==> config.mk <==
export PLATFORM = sky130hd
export DESIGN_NAME = reg_file
export DESIGN_NICKNAME = d
export VERILOG_FILES = /design/src/rtl/reg_file.sv
export SDC_FILE = /design/constraint.sdc
export NUM_CORES = 2
export LEC_CHECK = 0
export ABC_AREA = 1
export BUFFER_PORTS_ARGS = -buffer_cell sky130_fd_sc_hd__buf_2
export CORE_MARGIN = 5
export CORE_UTILIZATION = 29
export DETAILED_ROUTE_END_ITERATION = 7
export PLACE_DENSITY = 0.39
export SYNTH_ARGS = -nofsm -noshare
export SYNTH_HDL_FRONTEND = slang
export SYNTH_SLANG_ARGS = --single-unit
==> constraint.sdc <==
create_clock -name clk -period 3.6 [get_ports clk]
set_clock_uncertainty 0.2 [all_clocks]
set_input_delay 0.72 -clock clk [delete_from_list [all_inputs] [get_ports clk]]
set_output_delay 0.72 -clock clk [all_outputs]
set_load 0.01 [all_outputs]
==> src/rtl/reg_file.sv <==
// reg_file: 2**ADDR_WIDTH x DATA_WIDTH register file with one write port and
// two combinational read ports. Entry 0 is hardwired to zero.
// Optional build macro: REG_FILE_BYPASS_EN forwards wd3 to a read port that
// addresses the register being written in the same cycle.

// One storage word. Clears on synchronous reset and loads on its own enable.
module reg_file_entry #(
    parameter int DATA_WIDTH = 32
) (
    input  logic                  clk,
    input  logic                  reset,
    input  logic                  wr_en,
    input  logic [DATA_WIDTH-1:0] wd,
    output logic [DATA_WIDTH-1:0] q
);

    // Reset wins over a simultaneous write, so the write is lost.
    always_ff @(posedge clk) begin
        if (reset)      q <= '0;
        else if (wr_en) q <= wd;
    end

endmodule

module reg_file #(
    parameter int DATA_WIDTH = 32,
    parameter int ADDR_WIDTH = 5
) (
    input  logic                  clk,
    input  logic                  reset,
    input  logic                  we3,
    input  logic [ADDR_WIDTH-1:0] wa3,
    input  logic [DATA_WIDTH-1:0] wd3,
    input  logic [ADDR_WIDTH-1:0] ra1,
    output logic [DATA_WIDTH-1:0] rd1,
    input  logic [ADDR_WIDTH-1:0] ra2,
    output logic [DATA_WIDTH-1:0] rd2
);

    localparam int DEPTH = 2 ** ADDR_WIDTH;

    typedef struct packed {
        logic                  en;
        logic [ADDR_WIDTH-1:0] addr;
        logic [DATA_WIDTH-1:0] data;
    } wr_req_t;

    wr_req_t                          wr;
    logic [DEPTH-1:0][DATA_WIDTH-1:0] regs;

    assign wr.en   = we3;
    assign wr.addr = wa3;
    assign wr.data = wd3;

    // Entry 0 has no storage, so a write to address 0 simply vanishes.
    assign regs[0] = '0;

    genvar i;
    generate
        for (i = 1; i < DEPTH; i++) begin : g_entry
            reg_file_entry #(
                .DATA_WIDTH(DATA_WIDTH)
            ) u_entry (
                .clk  (clk),
                .reset(reset),
                .wr_en(wr.en && (wr.addr == ADDR_WIDTH'(i))),
                .wd   (wr.data),
                .q    (regs[i])
            );
        end
    endgenerate

    // Read port 1: stored word, optionally overridden by the in-flight write.
    always_comb begin
        rd1 = regs[ra1];
`ifdef REG_FILE_BYPASS_EN
        if (wr.en && !reset && (wr.addr != '0) && (wr.addr == ra1))
            rd1 = wr.data;
`endif
    end

    // Read port 2: same rules as port 1, fully independent address.
    always_comb begin
        rd2 = regs[ra2];
`ifdef REG_FILE_BYPASS_EN
        if (wr.en && !reset && (wr.addr != '0) && (wr.addr == ra2))
            rd2 = wr.data;
`endif
    end

endmodule

==> impl_metrics.json <==
{
  "status": "finished, final reports clean",
  "grt_pass1_wl_mm": 421,
  "cts-root-buf": "clkbuf_16",
  "clock_latency_ns": 0.77,
  "clock_path_buffers": 3,
  "grt.total_usage_pct": 27.9,
  "cp-end-kind": "output port",
  "synth.top_cells.by_count": "nand2_1, nand3_1, dfxtp_1",
  "synth.area.top_cells": "dfxtp_1, nand2_1, nand3_1, a211oi_1, nor2_1",
  "tightest_slew_ns": 1.15,
  "r2r_end": "g_entry[29].u_entry.q[23]",
  "finalWeightedCongestion": 0.815,
  "rows": 161,
  "period_minus_slack_ns": 3.52,
  "antenna_found_initial": 14,
  "hpwlAfterDp_mm": 171,
  "top_register": "g_entry.u_entry.q",
  "start_util_pct": 29.0,
  "crit_start": "ra1[0]",
  "detail_route.iter0.violations": 6267,
  "cts_sinks": 992,
  "wl_mm": 292,
  "hold_path.class": "in2reg",
  "synth_seq_cells": 992,
  "cp_max_fo": 54,
  "fp.dieH_um": 449,
  "setup_viol": 0,
  "required_ns": 2.68,
  "drive_above_1_share_pct": 8.22,
  "synth_top_area_share_pct": 35.6,
  "start_kind": "input pin",
  "maxClockFrequency_mhz": 284,
  "critPathKind": "in2out",
  "nets": 8676,
  "maxSlewHeadroom_pct": 23.2,
  "ff2ff_path_depth": 2,
  "r2r_setup_slack_ns": 2.66,
  "fin_crit_sh_pct": 97.8,
  "synthToLayoutAreaGrowth_pct": 16.3,
  "final_max_slew_viol_count": 0,
  "fin_ws_ns": 0.0785,
  "core_area_um2": 192000,
  "syn_area_um2": 55800,
  "routedWlPerCell_um": 25.9,
  "firstDrtPassIters": 6,
  "grt_pass1_vias": 57200,
  "grt_start_max_net_pins": 123,
  "rsz0062_at_grt": "false",
  "pre_cts_ws_ns": 0.0862,
  "top_regs": "g_entry.u_entry.q (992)",
  "regToRegStartpoint": "g_entry[29].u_entry.q[23]",
  "cts_tree": "built",
  "yosysSeqAreaShare_pct": 35.6,
  "hold_ws_ns": 0.219,
  "synth_largest_area_cell": "dfxtp_1",
  "io_pins": 114,
  "maxCapViolations": 0,
  "p_leak_nw": 25.0,
  "synthArstFlopShare_pct": 0,
  "hold_violations": 0,
  "port_buffers": 113,
  "power_mw": 28.7,
  "p_per_area_nw_per_um2": 442,
  "cp-endpoint": "rd1[7]",
  "crit_arrival_ns": 2.60,
  "die-area_um2": 201000,
  "ys.flop_type": "dfxtp_1",
  "largest_reg_flops": 992,
  "postSynthAreaPerCell_um2": 6.26,
  "vdd_drop_max_uv": 426,
  "synth.distinct_cells": 21,
  "drtAntennaViolNets": 0,
  "drc": 0,
  "dieWidth_um": 449,
  "synth_edf_count": 0,
  "cts-buffers-inserted": 133,
  "grt_overflow": 0,
  "fill_cells": 20600,
  "setup_tns_ns": 0,
  "via_per_inst": 5.40,
  "synthCells": 8901,
  "num_vias": 60900,
  "yosysWarnings": 0,
  "clkTransAtPathRegs_ns": 0.05,
  "yosysMostFrequentCell": "nand2_1",
  "postCtsSetupBuffers": 0,
  "syn_nets": 8951,
  "h-tree-depth": 4
}
-- per-stage QoR --
stage               std cells  util (%)  cell area (um^2)
CTS                     11300      33.8             64800
finish                  11300      33.8             64800
detailed placement      11000      31.5             60500
global placement        11000      31.5             60500
global route            11300      33.8             64800
floorplan                8901         -             55800
-- report_power, final --
| group | internal (mW) | total [mW] | switching [mW] | leakage [nW] |
|---|---|---|---|---|
| clock | 8.02 | 13.5 | 5.47 | 2.17 |
| combinational | 1.09 | 4.00 | 2.91 | 14.8 |
| sequential | 11.1 | 11.2 | 0.0619 | 8.00 |
| total | 20.2 | 28.7 | 8.44 | 25.0 |
-- timing repair --
item                                    4_1_cts  5_1_grt
endpoints found under the hold margin         0        0
endpoints found under the setup margin        0        1
gates resized for setup                       0        1
hold buffers                                  0        0
-- worst min path at each step --
stage / startpoint / to / slack, ns / cells past startpoint
floorplan: g_entry[12].u_entry.q[11] / g_entry[12].u_entry.q[11] / 0.25 / 2
global placement: g_entry[12].u_entry.q[3] / g_entry[12].u_entry.q[3] / 0.26 / 2
detailed placement: g_entry[16].u_entry.q[4] / g_entry[16].u_entry.q[4] / 0.27 / 2
CTS: reset / g_entry[30].u_entry.q[28] / 0.15 / 2
global route: reset / g_entry[30].u_entry.q[28] / 0.20 / 2
finish: reset / g_entry[31].u_entry.q[28] / 0.22 / 2
-- kinds of logic (layout without fill, tap and decap cells) --
logic type	Yosys count	after routing	synth area share (%)
AO/OA/AOI/OAI	1045	1045	12.3
buffers and inverters	1529	1359	11.3
flip-flops	992	992	35.6
other	0	8	0
AND/OR/NAND/NOR	5335	5335	40.8
-- worst max-delay path, stage by stage --
cell and delay, ns:
buf_8 0.17, clkinv_16 0.11, nor2_4 0.15, buf_12 0.36, nand2_1 0.11, nand4_1 0.12, nand3_1 0.07, nand3_1 0.23
nand2_1 0.26, buf_2 0.22
-- cells in the final DEF (no fill, tap or decap), types with 4 or more instances in the layout --
cell / instances
inv_8: 4
nand2_2: 15
nand3_1: 1797
buf_8: 5
buf_12: 156
inv_2: 11
a211oi_1: 651
clkinv_2: 23
a21oi_1: 373
nand2_1: 2669
clkbuf_16: 141
inv_1: 653
nand2_4: 17
clkbuf_1: 35
dfxtp_1: 992
nand3_4: 4
inv_6: 4
clkbuf_8: 37
buf_2: 104
nor2_4: 10
nand4_1: 134
buf_4: 179
nor2_1: 688
o21ai_0: 21
diode_2: 8
-- metal layers --
| metal | wire (um) | part of all wire [%] | up-vias | global-route usage, % |
|---|---|---|---|---|
| li1 | - | - | 28800 | - |
| met1 | 135000 | 46 | 29400 | 39.4 |
| met2 | 129000 | 44 | 2268 | 44.0 |
| met3 | 18200 | 6.2 | 368 | 3.79 |
| met4 | 9160 | 3.1 | 2 | 8.63 |
| met5 | 10 | 0.0034 | - | 0 |
-- layout make-up --
cell class,instances,area (um^2),area share [%]
Tap cell,2526,3160,4.87
Clock inverter,28,200,0.309
Multi-Input combinational cell,6380,29800,45.9
Sequential cell,992,19900,30.6
Antenna cell,8,20.0,0.0309
Timing Repair Buffer,446,5090,7.84
Clock buffer,212,4160,6.41
Inverter,673,2600,4.01
Power figures use the tool's default switching activity.
